<file path="src/rtl/regfile_dump_unit_pkg.sv">
`default_nettype none
// ============================================================================
// Package : dump_pkg
// Brief   : Shared sizes and run-control state encoding for regfile_dump_unit
// Revision: 1.0
// ============================================================================
package dump_pkg;

   localparam int NUM_REGS  = 32;
   localparam int REG_IDX_W = 5;
   localparam int WORD_W    = 32;

   typedef enum logic [1:0] {
      ST_IDLE = 2'd0,
      ST_RUN  = 2'd1,
      ST_DUMP = 2'd2,
      ST_DONE = 2'd3
   } state_t;

endpackage
`default_nettype wire

</file>
<file path="src/rtl/regfile_dump_unit_if.sv">
`default_nettype none
// ============================================================================
// Interface: regfile_dump_unit_if
// Brief    : CPU run-control, register-file debug read and dump stream bundle
// Revision : 1.0
// ============================================================================
interface regfile_dump_unit_if;
   import dump_pkg::*;

   logic                 start;
   logic [WORD_W-1:0]    nxt_pc;
   logic                 cpu_run;
   logic [REG_IDX_W-1:0] rf_rd_addr;
   logic [WORD_W-1:0]    rf_rd_data;
   logic                 out_valid;
   logic                 out_ready;
   logic [REG_IDX_W-1:0] out_idx;
   logic [WORD_W-1:0]    out_data;
   logic [WORD_W-1:0]    cycles_run;
   logic                 halted;
   logic                 done;

   modport master (
      output start, nxt_pc, rf_rd_data, out_ready,
      input  cpu_run, rf_rd_addr, out_valid, out_idx, out_data, cycles_run, halted, done
   );

   modport slave (
      input  start, nxt_pc, rf_rd_data, out_ready,
      output cpu_run, rf_rd_addr, out_valid, out_idx, out_data, cycles_run, halted, done
   );

endinterface
`default_nettype wire

</file>
<file path="src/rtl/regfile_dump_unit_halt_detector.sv">
`default_nettype none
// ============================================================================
// Module  : halt_detector
// Brief   : Flags a self-looping program once nxt_pc repeats HALT_REPEAT times
// Revision: 1.0
// ============================================================================
module halt_detector
   import dump_pkg::*;
#(
   parameter int unsigned HALT_REPEAT = 2
) (
   input  wire logic              clk,
   input  wire logic              reset,
   input  wire logic              clear_i,
   input  wire logic              enable_i,
   input  wire logic [WORD_W-1:0] nxt_pc_i,
   output logic                   halt_o
);

   logic [WORD_W-1:0] prev_pc_q;
   logic              hist_q;
   logic [31:0]       rep_q;
   logic [31:0]       rep_d;

   // The first enabled cycle has no history, so it can never count as a repeat.
   always_comb begin
      rep_d = rep_q;
      if (enable_i) begin
         rep_d = (hist_q && (nxt_pc_i == prev_pc_q)) ? rep_q + 32'd1 : 32'd0;
      end
   end

   assign halt_o = enable_i && (rep_d == HALT_REPEAT);

   always_ff @(posedge clk) begin
      if (reset || clear_i) begin
         prev_pc_q <= '0;
         hist_q    <= 1'b0;
         rep_q     <= '0;
      end else if (enable_i) begin
         prev_pc_q <= nxt_pc_i;
         hist_q    <= 1'b1;
         rep_q     <= rep_d;
      end
   end

endmodule
`default_nettype wire

</file>
<file path="src/rtl/regfile_dump_unit.sv">
`default_nettype none
// ============================================================================
// Module  : regfile_dump_unit
// Brief   : Gates the CPU for a bounded run, then streams all registers out
// Revision: 1.0
// ============================================================================
module regfile_dump_unit
   import dump_pkg::*;
#(
   parameter int unsigned CYCLE_LIMIT = 233,
   parameter int unsigned HALT_REPEAT = 2
) (
   input  wire logic          clk,
   input  wire logic          reset,
   regfile_dump_unit_if.slave bus
);

   localparam logic [REG_IDX_W-1:0] LAST_IDX = REG_IDX_W'(NUM_REGS - 1);

   state_t               state_q;
   logic                 cpu_run_q;
   logic                 out_valid_q;
   logic                 done_q;
   logic                 halted_q;
   logic [WORD_W-1:0]    cycles_q;
   logic [WORD_W-1:0]    cycles_d;
   logic [REG_IDX_W-1:0] ptr_q;
   logic                 start_ok;
   logic                 in_run;
   logic                 limit_hit;
   logic                 halt_fire;

   assign start_ok  = bus.start && ((state_q == ST_IDLE) || (state_q == ST_DONE));
   assign in_run    = (state_q == ST_RUN);
   assign cycles_d  = cycles_q + 32'd1;
   assign limit_hit = (cycles_d == CYCLE_LIMIT);

   halt_detector #(
      .HALT_REPEAT (HALT_REPEAT)
   ) u_halt_detector (
      .clk      (clk),
      .reset    (reset),
      .clear_i  (start_ok),
      .enable_i (in_run),
      .nxt_pc_i (bus.nxt_pc),
      .halt_o   (halt_fire)
   );

   always_ff @(posedge clk) begin
      if (reset) begin
         state_q     <= ST_IDLE;
         cpu_run_q   <= 1'b0;
         out_valid_q <= 1'b0;
         done_q      <= 1'b0;
         halted_q    <= 1'b0;
         cycles_q    <= '0;
         ptr_q       <= '0;
      end else begin
         case (state_q)
            ST_IDLE, ST_DONE: begin
               if (bus.start) begin
                  state_q   <= ST_RUN;
                  cpu_run_q <= 1'b1;
                  done_q    <= 1'b0;
                  halted_q  <= 1'b0;
                  cycles_q  <= '0;
                  ptr_q     <= '0;
               end
            end
            ST_RUN: begin
               // cpu_run falls on the same edge that counts the final cycle.
               cycles_q <= cycles_d;
               if (limit_hit || halt_fire) begin
                  state_q     <= ST_DUMP;
                  cpu_run_q   <= 1'b0;
                  out_valid_q <= 1'b1;
                  halted_q    <= halt_fire;
               end
            end
            ST_DUMP: begin
               if (out_valid_q && bus.out_ready) begin
                  if (ptr_q == LAST_IDX) begin
                     state_q     <= ST_DONE;
                     out_valid_q <= 1'b0;
                     done_q      <= 1'b1;
                     ptr_q       <= '0;
                  end else begin
                     ptr_q <= ptr_q + 5'd1;
                  end
               end
            end
            default: state_q <= ST_IDLE;
         endcase
      end
   end

   // The CPU is frozen while dumping, so the asynchronous read data is stable.
   assign bus.cpu_run    = cpu_run_q;
   assign bus.rf_rd_addr = ptr_q;
   assign bus.out_valid  = out_valid_q;
   assign bus.out_idx    = ptr_q;
   assign bus.out_data   = out_valid_q ? bus.rf_rd_data : '0;
   assign bus.cycles_run = cycles_q;
   assign bus.halted     = halted_q;
   assign bus.done       = done_q;

endmodule
`default_nettype wire

</file>
<file path="src/flat_wrapper.sv">
// flat-port wrapper written by rule: the top's interface ports become plain ports
module regfile_dump_unit_flat import dump_pkg::*;
#(
   parameter int unsigned CYCLE_LIMIT = 233,
   parameter int unsigned HALT_REPEAT = 2
)
  (clk, reset, bus_start, bus_nxt_pc, bus_rf_rd_data, bus_out_ready, bus_cpu_run, bus_rf_rd_addr, bus_out_valid, bus_out_idx, bus_out_data, bus_cycles_run, bus_halted, bus_done);
  regfile_dump_unit_if bus_i ();
  input  wire logic clk;
  input  wire logic reset;
  input wire logic [$bits(bus_i.start)-1:0] bus_start;
  input wire logic [$bits(bus_i.nxt_pc)-1:0] bus_nxt_pc;
  input wire logic [$bits(bus_i.rf_rd_data)-1:0] bus_rf_rd_data;
  input wire logic [$bits(bus_i.out_ready)-1:0] bus_out_ready;
  output wire logic [$bits(bus_i.cpu_run)-1:0] bus_cpu_run;
  output wire logic [$bits(bus_i.rf_rd_addr)-1:0] bus_rf_rd_addr;
  output wire logic [$bits(bus_i.out_valid)-1:0] bus_out_valid;
  output wire logic [$bits(bus_i.out_idx)-1:0] bus_out_idx;
  output wire logic [$bits(bus_i.out_data)-1:0] bus_out_data;
  output wire logic [$bits(bus_i.cycles_run)-1:0] bus_cycles_run;
  output wire logic [$bits(bus_i.halted)-1:0] bus_halted;
  output wire logic [$bits(bus_i.done)-1:0] bus_done;
  assign bus_i.start = bus_start;
  assign bus_i.nxt_pc = bus_nxt_pc;
  assign bus_i.rf_rd_data = bus_rf_rd_data;
  assign bus_i.out_ready = bus_out_ready;
  assign bus_cpu_run = bus_i.cpu_run;
  assign bus_rf_rd_addr = bus_i.rf_rd_addr;
  assign bus_out_valid = bus_i.out_valid;
  assign bus_out_idx = bus_i.out_idx;
  assign bus_out_data = bus_i.out_data;
  assign bus_cycles_run = bus_i.cycles_run;
  assign bus_halted = bus_i.halted;
  assign bus_done = bus_i.done;
  regfile_dump_unit #(.CYCLE_LIMIT(CYCLE_LIMIT), .HALT_REPEAT(HALT_REPEAT)) u_core (.clk(clk), .reset(reset), .bus(bus_i));
endmodule
</file>
<file path="config.mk">
export PLATFORM = sky130hd
export DESIGN_NAME = regfile_dump_unit_flat
export DESIGN_NICKNAME = d
export VERILOG_FILES = /design/src/rtl/regfile_dump_unit_pkg.sv /design/src/rtl/regfile_dump_unit_if.sv /design/src/rtl/regfile_dump_unit_halt_detector.sv /design/src/rtl/regfile_dump_unit.sv /design/src/flat_wrapper.sv
export SDC_FILE = /design/constraint.sdc
export NUM_CORES = 1
export LEC_CHECK = 0
export ABC_AREA = 1
export BUFFER_PORTS_ARGS = -buffer_cell sky130_fd_sc_hd__buf_2
export CAP_MARGIN = 10
export CORE_UTILIZATION = 55
export CTS_BUF_LIST = sky130_fd_sc_hd__clkbuf_16
export CTS_CLUSTER_DIAMETER = 30
export CTS_CLUSTER_SIZE = 20
export DETAILED_ROUTE_END_ITERATION = 16
export PLACE_DENSITY_LB_ADDON = 0.05
export SLEW_MARGIN = 20
export SYNTH_ARGS = -nofsm -noshare
export SYNTH_HDL_FRONTEND = slang
export SYNTH_SLANG_ARGS = --single-unit
</file>
<file path="constraint.sdc">
create_clock -name clk -period 5.35 [get_ports clk]
set_clock_uncertainty 0.1 [all_clocks]
set_input_delay 0.2675 -clock clk [delete_from_list [all_inputs] [get_ports clk]]
set_output_delay 0.2675 -clock clk [all_outputs]
set_load 0.05 [all_outputs]
</file>
==> run_results.csv, run 1 <==
group,metric,value,unit
logic_synthesis,synth.top_cell.area_share,30.3,%
place,place_hpwl,13200,µm
place,dp_slack,1930,ps
floorplanning,start_util,56.6,%
place,portBuffers,145,
final_layout,insertedDiodeCount,0,
route,drt_first_pass_iters,7,
timing,layout_min_cycle_time,3420,ps
clock_network,cts_resized,0,
final_layout,layout_commonest_cell,"nand2_1",
logic_synthesis,synthCells,1205,
route,drtAntennaViolNets,0,
status,outcome,"finished clean",
logic_synthesis,ys.flop_type,"dfxtp_1",
logic_synthesis,synth_top_area_cell,"dfxtp_1",
clock_network,clock_path_buffers,2,
global_route,grt_max_degree,66,
hold_path,holdCritPathClass,"input pin to flop",
logic_synthesis,ys.warnings.count,0,
timing,tightest_slew,1030,ps
route,drt-total-wl,17500,µm
logic_synthesis,yosysSeqAreaShare,30.3,%
clock_network,h-tree-depth,3,
power_and_ir_drop,peakVddDrop,0.213,mV
timing,worst_slack,1930,ps
logic_synthesis,synth_cell_types,40,
floorplanning,rows,41,
final_layout,area_delta_synth_final,15.5,%
floorplanning,die_h,116,µm
final_layout,drive_gt1_share,15.8,%
logic_synthesis,syn_nets,1281,
clock_network,cts_buffers,9,
global_route,grt_pass1_wl,28400,µm
setup_path,worstReg2RegEnd,"u_core.bus.halted$_SDFFE_PP0P_",
route,vias_per_cell,4.87,
route,wire_per_inst,11.6,µm
logic_synthesis,synth-edff-count,0,
final_layout,nets,1405,
global_route,grt.overflow.total,0,
setup_path,critPathLaunchType,"flop",
global_route,grt_pass1_vias,6260,
logic_synthesis,ys_ff_latch,108,
setup_path,crit_type,"flop to flop",
setup_path,regToRegSetupSlack,1930,ps
route,drtIter0Drc,341,
floorplanning,die-area,0.0134,mm²
clock_network,hold_buffers,0,
setup_path,worstPathArrival,3540,ps
setup_path,worstPathMaxFanout,46,
setup_path,worstSetupEndpointType,"flop",
power_and_ir_drop,p_per_area,304,mW/mm²
place,gp_congestion,0.945,
flow_run,drv_cap,0,
final_layout,layout_common_cells,"425 x nand2_1, 187 x inv_1, 145 x buf_2, 142 x nor2_1, 108 x dfxtp_1",
setup_path,timing.rr.start,"u_core.state_q[0]$_SDFFE_PP0P_",
setup_path,critPathRequiredTime,5470,ps
timing,max_slew_margin,31.3,%
route,drc,0,
timing,tns,0,ps
timing,finalSetupViolCount,0,
timing,finalCritPeriodShare,63.9,%
clock_network,cts_tree,"yes",
timing,fmax,292,MHz
floorplanning,core_area,0.0126,mm²
floorplanning,die_w,116,µm
logic_synthesis,syn-cell-area,0.00714,mm²
logic_synthesis,synth_area_leaders,"dfxtp_1 30%, nand2_1 22%, inv_1 9.8%",
timing,rsz0062_at_grt,"no",
hold_path,hp-start,"bus_nxt_pc[24]",
global_route,grt_use_total,26.4,%
clock_network,clkLatencyLatePin,360,ps
timing,final-hold-violation-count,0,
global_route,antenna_found_initial,0,
route,vias,7326,
clock_network,clkSinkCount,108,
clock_network,root_buffer,"clkbuf_16",
setup_path,ff2ff_path_depth,12,
timing,whs,66.9,ps
setup_path,crit_path_end,"u_core.bus.halted$_SDFFE_PP0P_",
clock_network,path_clk_slew,70,ps
logic_synthesis,avgSynthCellArea,5.93,µm²
clock_network,post-cts-setup-buffer-count,0,
timing,slew_viol_final,0,
floorplanning,top_level_ports,146,
setup_path,cp-startpoint,"u_core.state_q[0]$_SDFFE_PP0P_",
final_layout,fin_util,65.4,%
power_and_ir_drop,leakage,4.11,nW
logic_synthesis,ys_async_sr_fraction,0,%
## routing by layer
metal / vias up / global-route usage, % / part of all wire, %
li1: 3932 / - / -
met1: 3221 / 34.5 / 47
met2: 151 / 44.8 / 47
met3: 22 / 6.12 / 4.8
met4: 0 / 4.87 / 1.1
met5: - / 0 / 0
## critical path: stages (launching register included)
cell and delay (ps):
dfxtp_1 390, ha_2 830, nand2_1 830, nand2_1 290
nand2_1 80, nor2_1 130, nand2_1 100, nor2_2 130
nand2_2 80, nand2_4 90, nand2_1 70, nand2_1 70
a21oi_1 60
## state kept, by name (all words and copies together) (netlist names)
| register | flops |
|---|---|
| u_core.u_halt_detector.hist_q | 1 |
| u_core.bus.done | 1 |
| u_core.u_halt_detector.rep_q | 32 |
| u_core.bus.halted | 1 |
| u_core.bus.out_idx | 5 |
| u_core.bus.out_valid | 1 |
| u_core.state_q | 2 |
| u_core.bus.cycles_run | 32 |
| u_core.bus.cpu_run | 1 |
| u_core.u_halt_detector.prev_pc_q | 32 |
## where the power goes
part | switching, mW | leakage [nW] | internal (mW)
Combinational | 0.667 | 3.09 | 0.235
Clock | 0.308 | 0.140 | 0.362
Sequential | 0.0679 | 0.873 | 0.867
Total | 1.04 | 4.11 | 1.46
## worst min path at each step
stage,end,slack [ps],cells past startpoint
global placement,u_core.bus.done$_SDFFE_PP0P_,350,2
CTS,u_core.u_halt_detector.prev_pc_q[24]$_SDFFE_PP0P_,60,3
global route,u_core.u_halt_detector.prev_pc_q[7]$_SDFFE_PP0P_,70,3
floorplan,u_core.u_halt_detector.prev_pc_q[24]$_SDFFE_PP0P_,310,2
detailed placement,u_core.bus.done$_SDFFE_PP0P_,360,2
finish,u_core.u_halt_detector.prev_pc_q[24]$_SDFFE_PP0P_,70,3
## cell type report
class                   count  area, µm²
clock buffers               9        225
multi-input cells         870       4110
repair buffers            149        756
inverters                 191        717
fillers                  1256       4370
well taps                 172        215
flip-flops and latches    108       2160
clock inverters             6       63.8
## metrics by stage
stage                     cell area (µm²)  std cells  power, mW
after floorplan                      7140       1205       1.64
after global placement               7960       1490       1.85
after detailed placement             7960       1490       1.86
after CTS                            8250       1505       2.53
after global routing                 8250       1505       2.67
final                                8250       1505       2.51
## Yosys cell counts (all sizes together) (2+ instances only)
cell and count:
a21oi 72, and2 3, buf 15, clkbuf 21, clkinv 2, dfxtp 108, ha 8, inv 189
nand2 435, nand3 55, nand3b 3, nand4 16, nor2 159, nor3 33, nor3b 2, o21ai 18
o22ai 7, or2 7, xnor2 11, xor2 35
## logic make-up (layout without fill, tap and decap cells)
group / after synthesis / count (layout) / synth area share (%)
and+or+nand+nor: 714 / 714 / 42.8
adders and majority gates: 8 / 8 / 1.40
AOI/OAI and AO/OA: 102 / 102 / 7.55
buffers and inverters: 227 / 355 / 12.3
xor gates and xnor gates: 46 / 46 / 5.64
DFF: 108 / 108 / 30.3
No activity file was read; power rests on OpenSTA's default activity.
==> inputs of run 2 (changes only) <==
CORE_UTILIZATION = 51   (was 55)
clock period = 3 ns   (was 5.35 ns; I/O delays follow)
==> run_results.csv, run 2 (synthesis results as in run 1) <==
group,metric,value,unit
status,outcome,"finished clean",
timing,slew_viol_final,0,
timing,fmax,366,MHz
timing,final-hold-violation-count,0,
clock_network,clock_path_buffers,2,
route,drt_first_pass_iters,7,
power_and_ir_drop,p_total,4.64,mW
global_route,antenna_found_initial,0,
clock_network,post-cts-setup-buffer-count,0,
route,drtAntennaViolNets,0,
timing,layout_min_cycle_time,2730,ps
route,drt-total-wl,19000,µm
final_layout,fill_cells,1334,
timing,max_slew_margin,66.7,%
final_layout,fin_util,64.5,%
global_route,grt_use_total,26.6,%
final_layout,seqCellArea,0.00216,mm²
clock_network,h-tree-depth,3,
power_and_ir_drop,p_per_area,535,mW/mm²
final_layout,multi_input_comb_area,0.00413,mm²
final_layout,layout_commonest_cell,"nand2_1",
setup_path,critPathLaunchType,"flop",
floorplanning,top_level_ports,146,
floorplanning,die_w,120,µm
clock_network,clkLatencyLatePin,360,ps
floorplanning,die-area,0.0145,mm²
clock_network,path_clk_slew,80,ps
final_layout,area_delta_synth_final,21.5,%
clock_network,clkSinkCount,108,
global_route,grt_pass1_wl,31200,µm
route,drtIter0Drc,508,
final_layout,insertedDiodeCount,0,
place,place_hpwl,13900,µm
flow_run,drv_cap,0,
global_route,grt.overflow.total,0,
global_route,grt_pass1_vias,6743,
timing,rsz0062_at_grt,"no",
clock_network,cts_tree,"yes",
floorplanning,core_area,0.0135,mm²
timing,finalCritPeriodShare,91.0,%
place,placed_cells,1500,
setup_path,worstPathMaxFanout,7,
route,drc,0,
timing,tightest_slew,500,ps
global_route,grt_max_degree,56,
timing,worst_slack,269,ps
hold_path,holdCritPathClass,"input pin to flop",
route,vias,7511,
power_and_ir_drop,leakage,4.29,nW
floorplanning,die_h,120,µm
floorplanning,rows,42,
power_and_ir_drop,peakVddDrop,0.389,mV
place,gp_congestion,0.916,
place,dp_slack,216,ps
timing,tns,0,ps
final_layout,drive_gt1_share,16.3,%
final_layout,layout_common_cells,"425 x nand2_1, 187 x inv_1, 145 x buf_2, 139 x nor2_1, 107 x dfxtp_1",
setup_path,worstSetupEndpointType,"flop",
final_layout,final_cells,1548,
floorplanning,start_util,53.1,%
route,vias_per_cell,4.85,
setup_path,crit_type,"flop to flop",
clock_network,root_buffer,"clkbuf_16",
setup_path,worstPathArrival,2870,ps
timing,finalSetupViolCount,0,
clock_network,cts_buffers,9,
route,wire_per_inst,12.3,µm
setup_path,critPathRequiredTime,3140,ps
final_layout,nets,1443,
place,portBuffers,145,
run 2: cell count changes in the layout (fill, tap and decap cells not counted), sizes merged:
| cell | delta |
|---|---|
| clkinv | -1 |
| inv | +1 |
| dlygate4sd3 | +32 |
| buf | +6 |
| clkinvlp | +1 |
run 2: cell type report:
class	instances	share of cell area [%]
Inverter	191	8.26
Tap cell	176	2.54
Timing Repair Buffer	187	13.2
Multi-Input combinational cell	870	47.5
Sequential cell	108	24.9
Clock buffer	9	2.59
Clock inverter	7	0.937
run 2: critical path, cell delays in order (launching register included):
cell	delay, ps
dfxtp_1	410
ha_1	220
nand2_1	80
inv_2	110
nand3_1	180
nor3_1	330
xor2_1	140
nor3_1	290
nand3_1	150
nor2_2	150
nor2_2	80
nand2_4	130
nand2_1	90
nand2_1	70
a21oi_1	60
run 2: what timing repair did:
item                                   CTS  global route
setup endpoints to repair                0             5
hold buffers                            32             0
endpoints found under the hold margin   32             0
resized for setup                        0             5
run 2: worst paths after layout:
check	startpoint	cells after the start	endpoint	slack [ps]
min	reset	4	u_core.bus.out_valid$_SDFFE_PP0P_	60
max reg2reg	u_core.bus.cycles_run[1]$_SDFFE_PP0P_	14	u_core.bus.halted$_SDFFE_PP0P_	270
min reg2reg	u_core.bus.done$_SDFFE_PP0P_	2	u_core.bus.done$_SDFFE_PP0P_	350
max	u_core.bus.cycles_run[1]$_SDFFE_PP0P_	14	u_core.bus.halted$_SDFFE_PP0P_	270
run 2: report_power, final:
group,leakage [nW],internal (mW),switching (mW),total (mW)
Clock,0.146,0.661,0.588,1.25
Combinational,3.27,0.485,1.27,1.75
Sequential,0.873,1.55,0.0957,1.64
run 2: per-layer routing:
metal / up-vias / wire length [µm] / track usage (%)
li1: 3998 / - / -
met1: 3318 / 8860 / 34.0
met2: 169 / 8850 / 45.0
met3: 26 / 921 / 5.71
met4: 0 / 329 / 7.18
met5: - / 0 / 0
run 2: metrics by stage:
stage | cell area [µm²] | hold slack, ps
after floorplan | 7140 | 190
after global placement | 8030 | 319
after detailed placement | 8030 | 325
after CTS | 8660 | 47.1
after global routing | 8680 | 111
final | 8680 | 63.3
